--- src/rtl/rv_pkg.sv ---
// Shared RV32I decode constants, immediate classes, FSM encoding and the
// decode-stage output bundle.
package rv_pkg;

  localparam logic [6:0] OP_LOAD   = 7'b0000011;
  localparam logic [6:0] OP_IMM    = 7'b0010011;
  localparam logic [6:0] OP_JALR   = 7'b1100111;
  localparam logic [6:0] OP_SYSTEM = 7'b1110011;
  localparam logic [6:0] OP_STORE  = 7'b0100011;
  localparam logic [6:0] OP_BRANCH = 7'b1100011;
  localparam logic [6:0] OP_LUI    = 7'b0110111;
  localparam logic [6:0] OP_AUIPC  = 7'b0010111;
  localparam logic [6:0] OP_JAL    = 7'b1101111;
  localparam logic [6:0] OP_REG    = 7'b0110011;

  typedef enum logic [2:0] {
    IMM_NONE, IMM_I, IMM_S, IMM_B, IMM_U, IMM_J, IMM_R
  } imm_type_e;

  typedef enum logic [1:0] {
    ST_IDLE, ST_READ, ST_VALID
  } state_e;

  typedef struct packed {
    logic [31:0] pc;
    logic [31:0] rs1_val;
    logic [31:0] rs2_val;
    logic [31:0] imm;
    logic [4:0]  rd;
    logic [6:0]  opcode;
    logic [2:0]  funct3;
    logic        funct7b5;
    logic        illegal;
  } dec_t;

  // IMM_NONE doubles as the "illegal encoding" class.
  function automatic imm_type_e imm_type_of(input logic [31:0] instr);
    imm_type_e t;
    t = IMM_NONE;
    if (instr[1:0] == 2'b11) begin
      case (instr[6:0])
        OP_LOAD, OP_IMM, OP_JALR, OP_SYSTEM: t = IMM_I;
        OP_STORE:                            t = IMM_S;
        OP_BRANCH:                           t = IMM_B;
        OP_LUI, OP_AUIPC:                    t = IMM_U;
        OP_JAL:                              t = IMM_J;
        OP_REG:                              t = IMM_R;
        default:                             t = IMM_NONE;
      endcase
    end
    return t;
  endfunction

endpackage

--- src/rtl/imm_gen.sv ---
// Combinational immediate extractor: sign-extended immediate by instruction
// format, zero with illegal flagged for unknown encodings.
module imm_gen
  import rv_pkg::*;
(
  input  logic [31:0] instr,
  output logic [31:0] imm,
  output logic        illegal
);

  imm_type_e t;

  always_comb begin
    t       = imm_type_of(instr);
    imm     = '0;
    illegal = 1'b0;
    case (t)
      IMM_I: imm = {{20{instr[31]}}, instr[31:20]};
      IMM_S: imm = {{20{instr[31]}}, instr[31:25], instr[11:7]};
      IMM_B: imm = {{19{instr[31]}}, instr[31], instr[7], instr[30:25], instr[11:8], 1'b0};
      IMM_U: imm = {instr[31:12], 12'b0};
      IMM_J: imm = {{11{instr[31]}}, instr[31], instr[19:12], instr[20], instr[30:21], 1'b0};
      IMM_R: imm = '0;
      default: illegal = 1'b1;
    endcase
  end

endmodule

--- src/rtl/id_stage.sv ---
// Decode stage: reads the register file, retries reads that collide with a
// concurrent write-back, and presents a decoded instruction to execute.
module id_stage
  import rv_pkg::*;
(
  input  logic        clk,
  input  logic        rst,
  input  logic        in_valid,
  output logic        in_ready,
  input  logic [31:0] in_instr,
  input  logic [31:0] in_pc,
  output logic [4:0]  rf_ra1,
  output logic [4:0]  rf_ra2,
  output logic        rf_re,
  input  logic [31:0] rf_rd1,
  input  logic [31:0] rf_rd2,
  input  logic        wb_we,
  input  logic [4:0]  wb_wa,
  input  logic        flush,
  output logic        out_valid,
  input  logic        out_ready,
  output logic [31:0] out_pc,
  output logic [31:0] out_rs1_val,
  output logic [31:0] out_rs2_val,
  output logic [31:0] out_imm,
  output logic [4:0]  out_rd,
  output logic [6:0]  out_opcode,
  output logic [2:0]  out_funct3,
  output logic        out_funct7b5,
  output logic        out_illegal
);

  state_e      state_q, state_d;
  logic [31:0] instr_q, instr_d;
  logic [31:0] pc_q, pc_d;
  logic        coll_q, coll_d;
  dec_t        out_q, out_d;

  logic [31:0] imm;
  logic        illegal;
  imm_type_e   itype;

  imm_gen u_imm_gen (
    .instr   (instr_q),
    .imm     (imm),
    .illegal (illegal)
  );

  assign itype = imm_type_of(instr_q);

  always_comb begin
    state_d  = state_q;
    instr_d  = instr_q;
    pc_d     = pc_q;
    out_d    = out_q;
    in_ready = (state_q == ST_IDLE) && !flush;
    rf_re    = 1'b0;
    rf_ra1   = instr_q[19:15];
    rf_ra2   = instr_q[24:20];

    case (state_q)
      ST_IDLE: begin
        rf_ra1 = in_instr[19:15];
        rf_ra2 = in_instr[24:20];
        if (in_valid && in_ready) begin
          instr_d = in_instr;
          pc_d    = in_pc;
          rf_re   = 1'b1;
          state_d = ST_READ;
        end
      end
      ST_READ: begin
        if (coll_q) begin
          rf_re = 1'b1;
        end else begin
          out_d.pc       = pc_q;
          out_d.rs1_val  = (instr_q[19:15] == 5'd0) ? 32'd0 : rf_rd1;
          out_d.rs2_val  = (instr_q[24:20] == 5'd0) ? 32'd0 : rf_rd2;
          out_d.imm      = imm;
          out_d.rd       = (itype == IMM_S || itype == IMM_B) ? 5'd0 : instr_q[11:7];
          out_d.opcode   = instr_q[6:0];
          out_d.funct3   = instr_q[14:12];
          out_d.funct7b5 = instr_q[30];
          out_d.illegal  = illegal;
          state_d        = ST_VALID;
        end
      end
      ST_VALID: begin
        if (out_ready) state_d = ST_IDLE;
      end
      default: state_d = ST_IDLE;
    endcase

    // Flush drops whatever is in flight, including a pending re-read.
    if (flush || rst) begin
      state_d = ST_IDLE;
      rf_re   = 1'b0;
    end

    // Write to x0 still counts as a hit; the retry is cheap and keeps it simple.
    coll_d = rf_re && wb_we && ((wb_wa == rf_ra1) || (wb_wa == rf_ra2));
  end

  always_ff @(posedge clk) begin
    if (rst) begin
      state_q <= ST_IDLE;
      instr_q <= '0;
      pc_q    <= '0;
      coll_q  <= 1'b0;
      out_q   <= '0;
    end else begin
      state_q <= state_d;
      instr_q <= instr_d;
      pc_q    <= pc_d;
      coll_q  <= coll_d;
      out_q   <= out_d;
    end
  end

  assign out_valid    = (state_q == ST_VALID);
  assign out_pc       = out_q.pc;
  assign out_rs1_val  = out_q.rs1_val;
  assign out_rs2_val  = out_q.rs2_val;
  assign out_imm      = out_q.imm;
  assign out_rd       = out_q.rd;
  assign out_opcode   = out_q.opcode;
  assign out_funct3   = out_q.funct3;
  assign out_funct7b5 = out_q.funct7b5;
  assign out_illegal  = out_q.illegal;

endmodule

--- config.mk ---
export PLATFORM = sky130hd
export DESIGN_NAME = id_stage
export DESIGN_NICKNAME = d
export VERILOG_FILES = /design/src/rtl/rv_pkg.sv /design/src/rtl/imm_gen.sv /design/src/rtl/id_stage.sv
export SDC_FILE = /design/constraint.sdc
export NUM_CORES = 1
export LEC_CHECK = 0
export BUFFER_PORTS_ARGS = -buffer_cell sky130_fd_sc_hd__buf_2
export CORE_MARGIN = 8
export CORE_UTILIZATION = 50
export CTS_CLUSTER_DIAMETER = 80
export CTS_CLUSTER_SIZE = 8
export DETAILED_ROUTE_END_ITERATION = 7
export PLACE_DENSITY = 0.78
export SLEW_MARGIN = 20
export SYNTH_ARGS = -nofsm -noshare
export SYNTH_HDL_FRONTEND = slang
export SYNTH_SLANG_ARGS = --single-unit
--- constraint.sdc ---
create_clock -name clk -period 2.6 [get_ports clk]
set_input_delay 0.52 -clock clk [delete_from_list [all_inputs] [get_ports clk]]
set_output_delay 0.52 -clock clk [all_outputs]
set_load 0.01 [all_outputs]
After elaboration in Yosys (flattened, before gate mapping)
Cells that the tools add are included.
{ "op_classes": {"eq_ne": 24, "bitwise": 1, "muxes": 17, "reduce_logical": 18} }
{ "ops": {"columns": ["operator", "n"], "rows": [
  ["$pmux 32 s5", 1],
  ["$mux 32", 2],
  ["$eq 7x7->1 const B", 4],
  ["$eq 7x6->1 const B", 3],
  ["$pmux 3 s6", 1],
  ["$mux 5", 3],
  ["$eq 7x5->1 const B", 2],
  ["$eq 5x5->1", 2],
  ["$logic_not 5->1", 2],
  ["$eq 3x3->1 const B", 3],
  ["$eq 7x2->1 const B", 1],
  ["$eq 3x2->1 const B", 2],
  ["$mux 2", 3],
  ["$pmux 2 s3", 1],
  ["$reduce_or 6->1", 1],
  ["$eq 2x2->1 const B", 2],
  ["$logic_and 1x1->1", 4],
  ["$mux 1", 4],
  ["$ne 2x1->1 const B", 2],
  ["$reduce_and 2->1", 2],
  ["$reduce_or 2->1", 2],
  ["$reduce_or 4->1", 1],
  ["$eq 3x1->1 const B", 1],
  ["$logic_or 1x1->1", 3],
  ["other kinds (8)", 8]
]} }
{ "totals": {"in_bits": 139, "output_inout_bits": 158, "register_bits": 212} }

Longest topological paths before layout
{ "depth": {"ltp_word": 8, "depth_mapped": 8, "ltp_nobuf": 5} }

Modules after synthesis
From an unflattened synthesis, not the netlist that was laid out.
{ "unflattened": {"cells_unflattened": 1002, "hier_area_um2": 8206.6} }
{ "modules_own_cells": {"columns": ["module", "cells_each", "instances", "area_per_inst_um2", "seq_area_each_um2"], "rows": [
  ["id_stage", 913, 1, 7588.5, 4244.1],
  ["imm_gen", 89, 1, 618.1, 0.0]
]} }

Worst setup path before layout
Ideal clock, no wire load.
{ "synth_path": {"path_type": "register to output", "start": "register state_q[1]", "end": "output rf_ra1[0]", "required_ns": 2.080, "t_arrival_ns": 1.193, "path_slack_ns": 0.887, "path_stages_with_launch": 4, "cell_sequence": "dfxtp_1 > nor2_1 > buf_4 > mux2_2"} }
{ "synth_via": {"elab_chain_cells": 2} }
{ "synth_rtl": {"columns": ["element", "line", "source"], "rows": [
  ["from (decl)", "id_stage.sv:33", "state_e state_q, state_d;"],
  ["from (signal assigned)", "id_stage.sv:112", "state_q <= state_d;"],
  ["$logic_not 2->1", "id_stage.sv:61", "case (state_q)"],
  ["$mux 5", "id_stage.sv:61", null],
  ["to (decl)", "id_stage.sv:12", "output logic [4:0] rf_ra1,"]
]} }
No other way between the ends.

Worst setup path after layout
{ "layout_path": {"start": "register state_q[1]", "end": "output rf_ra2[1]"} }
{ "layout_via": {"elab_chain_cells": 2} }
{ "layout_rtl": {"columns": ["element", "line", "source"], "rows": [
  ["$logic_not 2->1", "id_stage.sv:61", null],
  ["$mux 5", "id_stage.sv:61", null],
  ["to (decl)", "id_stage.sv:13", "output logic [4:0] rf_ra2,"]
]} }
No other way between the ends.

==> run_results.csv <==
group,metric,value,unit
route,drc_errors,0,
synth,synth_seq_area_share,53.29,%
clock_tree,cts-root-buf,"clkbuf_16",
worst_setup_path,worstSetupStartpoint,"state_q[1]",
global_route,grt_pass1_vias,7180,
global_route,grt_overflow_total,0,
floorplanning,die_h,142.2,um
run,drv_cap,0,
route,met1_length,9950,um
clock_tree,clock_latency,520,ps
final_layout,area_delta_synth_final,29.63,%
placement,routabilityCongestion,0.8988,
timing,rsz0062_at_grt,"no",
floorplanning,io_pins,297,
power_and_ir_drop,powerDensity,715.3,mW/mm^2
final_layout,fill_cells,1363,
global_route,grt_max_degree,74,
clock_tree,clock_sinks,212,
clock_tree,clock_path_buffers,3,
synth,postSynthCellCount,952,
worst_setup_path,required,2080,ps
power_and_ir_drop,ir_worst_vdd,482.8,uV
worst_setup_path,endpoint,"rf_ra2[1]",
route,final_antenna_net_count,0,
timing,slew_headroom,49.99,%
hold_path,hold_path.class,"in2reg",
route,drt_iter0_drc,588,
route,via_count,7748,
worst_setup_path,r2r_end,"out_imm[18]",
clock_tree,cts_resized,0,
worst_setup_path,crit_family,"multiplexers",
floorplanning,std_cell_rows,46,
placement,portBuffers,296,
placement,place_area,0.009518,mm^2
worst_setup_path,cp-start-kind,"flip-flop",
floorplanning,die_x,142.2,um
worst_setup_path,critPathArrivalTime,1760,ps
worst_setup_path,r2r_slack,580,ps
route,via_per_inst,5.399,
timing,post-route-period-util,87.64,%
timing,skew,8.609,ps
synth,syn_avg_cell_area,8.365,um^2
timing,report.final.slew_viol_count,0,
global_route,grt_pass1_wl,37860,um
power_and_ir_drop,p_total,7.384,mW
placement,dpl.hpwl,17190,um
route,wl_per_cell,17.35,um
placement,dp.cells,1403,
route,routed-wl-met3,2102,um
timing,max_freq,0.4388,GHz
final_layout,design_area,0.01032,mm^2
worst_setup_path,critical_path_class,"reg2out",
clock_tree,path_clk_slew,50,ps
worst_setup_path,worstRegToRegCells,5,
clock_tree,tritoncts.num_buffers,30,
worst_setup_path,path_buf_inv,2,
final_layout,layout.nets,1358,
status,run_status,"complete, no violations",
final_layout,n_antenna_cell,0,
timing,tightest_slew,750.2,ps
route,routed_wl,24900,um
worst_setup_path,cp_cell_sequence,"nor2_1 > buf_4 > mux2_2 > buf_2",
route,drtPass1Iterations,5,
timing,setup_violations,0,
worst_setup_path,cpPeakStageDelay,390,ps
final_layout,fin_cells,1435,
floorplanning,core-area,0.01571,mm^2
worst_setup_path,path_depth,4,
worst_setup_path,cp_slowest_cell,"mux2_2",
synth,synth-seq-cells,212,
global_route,grt_usage,22.97,%
timing,tns,0,ps
synth,yosysWarnings,0,
synth,yosysUniqueCellTypes,43,
clock_tree,cts_setup_buffers,0,
worst_setup_path,crit_fanout,14,
timing,timing.final.hold_violations,0,
worst_setup_path,reg2reg_from,"instr_q[4]",
synth,syn-cell-area,0.007964,mm^2
clock_tree,postCtsHoldBufs,0,
route,top_layer_used,"met4",
timing,period_needed,2279,ps
worst_setup_path,cp-end-kind,"primary output",
timing,holdWs,219.3,ps
power_and_ir_drop,power.leakage,4.480,nW
clock_tree,htree_levels,1,
route,wl_met2,12190,um
clock_tree,cts_tree,"done",
final_layout,drive_gt1_share,29.53,%
synth,syn_nets,1091,
floorplanning,start_util,50.68,%
global_route,antenna_found_initial,0,
floorplanning,die_area,0.02022,mm^2
-- layout by cell type (no fill, tap or decap), types with 7 or more instances in the layout --
cell,n
o21ai_1,11
nor3_1,14
dfxtp_1,212
a22oi_1,67
nand3_1,8
clkbuf_16,31
a2bb2oi_1,11
nand2_1,244
buf_2,295
nor2_1,91
a21oi_1,129
a32oi_1,7
o21ai_0,14
xor2_1,9
mux2_2,10
buf_4,12
-- sequential cells by signal, indices dropped and copies added, names as in the netlist, 2 cells and up --
name	cells
pc_q	32
out_rs2_val	32
out_opcode	7
out_funct3	3
out_rd	5
instr_q	32
state_q	2
out_imm	32
out_rs1_val	32
out_pc	32
-- routing by layer --
metal / vias up / track usage, %
li1: 3763 / -
met1: 3590 / 27.80
met2: 343 / 39.11
met3: 52 / 5.267
met4: 0 / 8.197
met5: - / 0
-- how the worst min path moves through the flow --
stage | endpoint | depth (start not counted) | slack (ps) | from
3_5_place_dp | out_imm[26] | 2 | 440 | out_imm[26]
6_report | state_q[1] | 2 | 220 | flush
4_1_cts | state_q[1] | 2 | 190 | flush
5_1_grt | state_q[1] | 2 | 200 | flush
2_1_floorplan | out_pc[0] | 2 | 430 | pc_q[0]
3_3_place_gp | out_imm[23] | 2 | 430 | out_imm[23]
-- Yosys cell counts --
cell	instances	area share [%]
a21oi_2	3	0.33
nand3_1	8	0.50
and4bb_1	1	0.16
mux2_2	10	1.4
a311oi_1	1	0.11
a211oi_1	1	0.094
clkbuf_1	31	1.5
o21ai_0	14	0.88
nand2_1	245	12
nand3b_1	4	0.38
o22ai_1	1	0.079
a21oi_1	129	8.1
nor4_1	2	0.16
dfxtp_1	212	53
o21bai_1	1	0.094
buf_6	3	0.42
inv_1	2	0.094
mux2i_1	1	0.13
buf_2	30	1.9
nor2b_1	4	0.31
a31oi_1	1	0.079
o21ai_1	11	0.69
a22o_1	3	0.33
or3b_1	1	0.11
and3_1	1	0.079
and2_1	4	0.31
a2bb2oi_1	11	1.2
o2111ai_1	1	0.11
and3b_1	2	0.22
o211a_1	1	0.13
nor2_4	1	0.14
nor3b_1	2	0.19
nand2b_1	2	0.16
a32oi_1	7	0.77
buf_1	10	0.47
xnor2_1	4	0.44
a22oi_1	67	6.3
nor3_1	14	0.88
nand4b_1	1	0.11
a221oi_1	4	0.44
xor2_1	9	0.99
buf_4	1	0.094
nor2_1	91	4.3
-- report_power, final --
group | internal [mW] | leakage, nW | total (mW) | switching [mW]
clock | 2.16 | 0.396 | 3.42 | 1.26
combinational | 0.233 | 2.37 | 0.563 | 0.330
sequential | 3.34 | 1.72 | 3.40 | 0.0649
total | 5.73 | 4.48 | 7.38 | 1.66
-- worst reg2reg max path, delay by kind of cell (launching register included) --
family / cells / cell delay, ps
and+or+nand+nor: 2 / 760
DFF: 1 / 510
AOI/OAI and AO/OA: 3 / 650
-- logic make-up (layout without fill, tap and decap cells) --
group                     count (synthesis)  in the layout  share of synthesized area, %
buffers and inverters                    77            344                         4.430
and+or+nand+nor                         383            383                         19.54
muxes                                    11             11                         1.540
xor gates and xnor gates                 13             13                         1.430
AOI/OAI and AO/OA                       256            256                         19.76
DFF                                     212            212                         53.29
-- per-stage QoR --
step / util [%] / setup WS [ps]
2_1_floorplan: - / 887.4
3_3_place_gp: 60.57 / 668.8
3_5_place_dp: 60.57 / 622.3
4_1_cts: 65.70 / 313.2
5_1_grt: 65.70 / 215.9
6_report: 65.70 / 321.3
-- area by class of cell --
| type | instances | area [um^2] | share of cell area (%) |
|---|---|---|---|
| sequential | 212 | 4244 | 41.11 |
| tap | 216 | 270.3 | 2.618 |
| clock buffer | 31 | 775.7 | 7.514 |
| inverter | 2 | 7.507 | 0.07272 |
| clock inverter | 1 | 30.03 | 0.2909 |
| multi-input combinational | 663 | 3378 | 32.72 |
| timing repair buffer | 310 | 1618 | 15.67 |
Power figures use the tool's default switching activity.
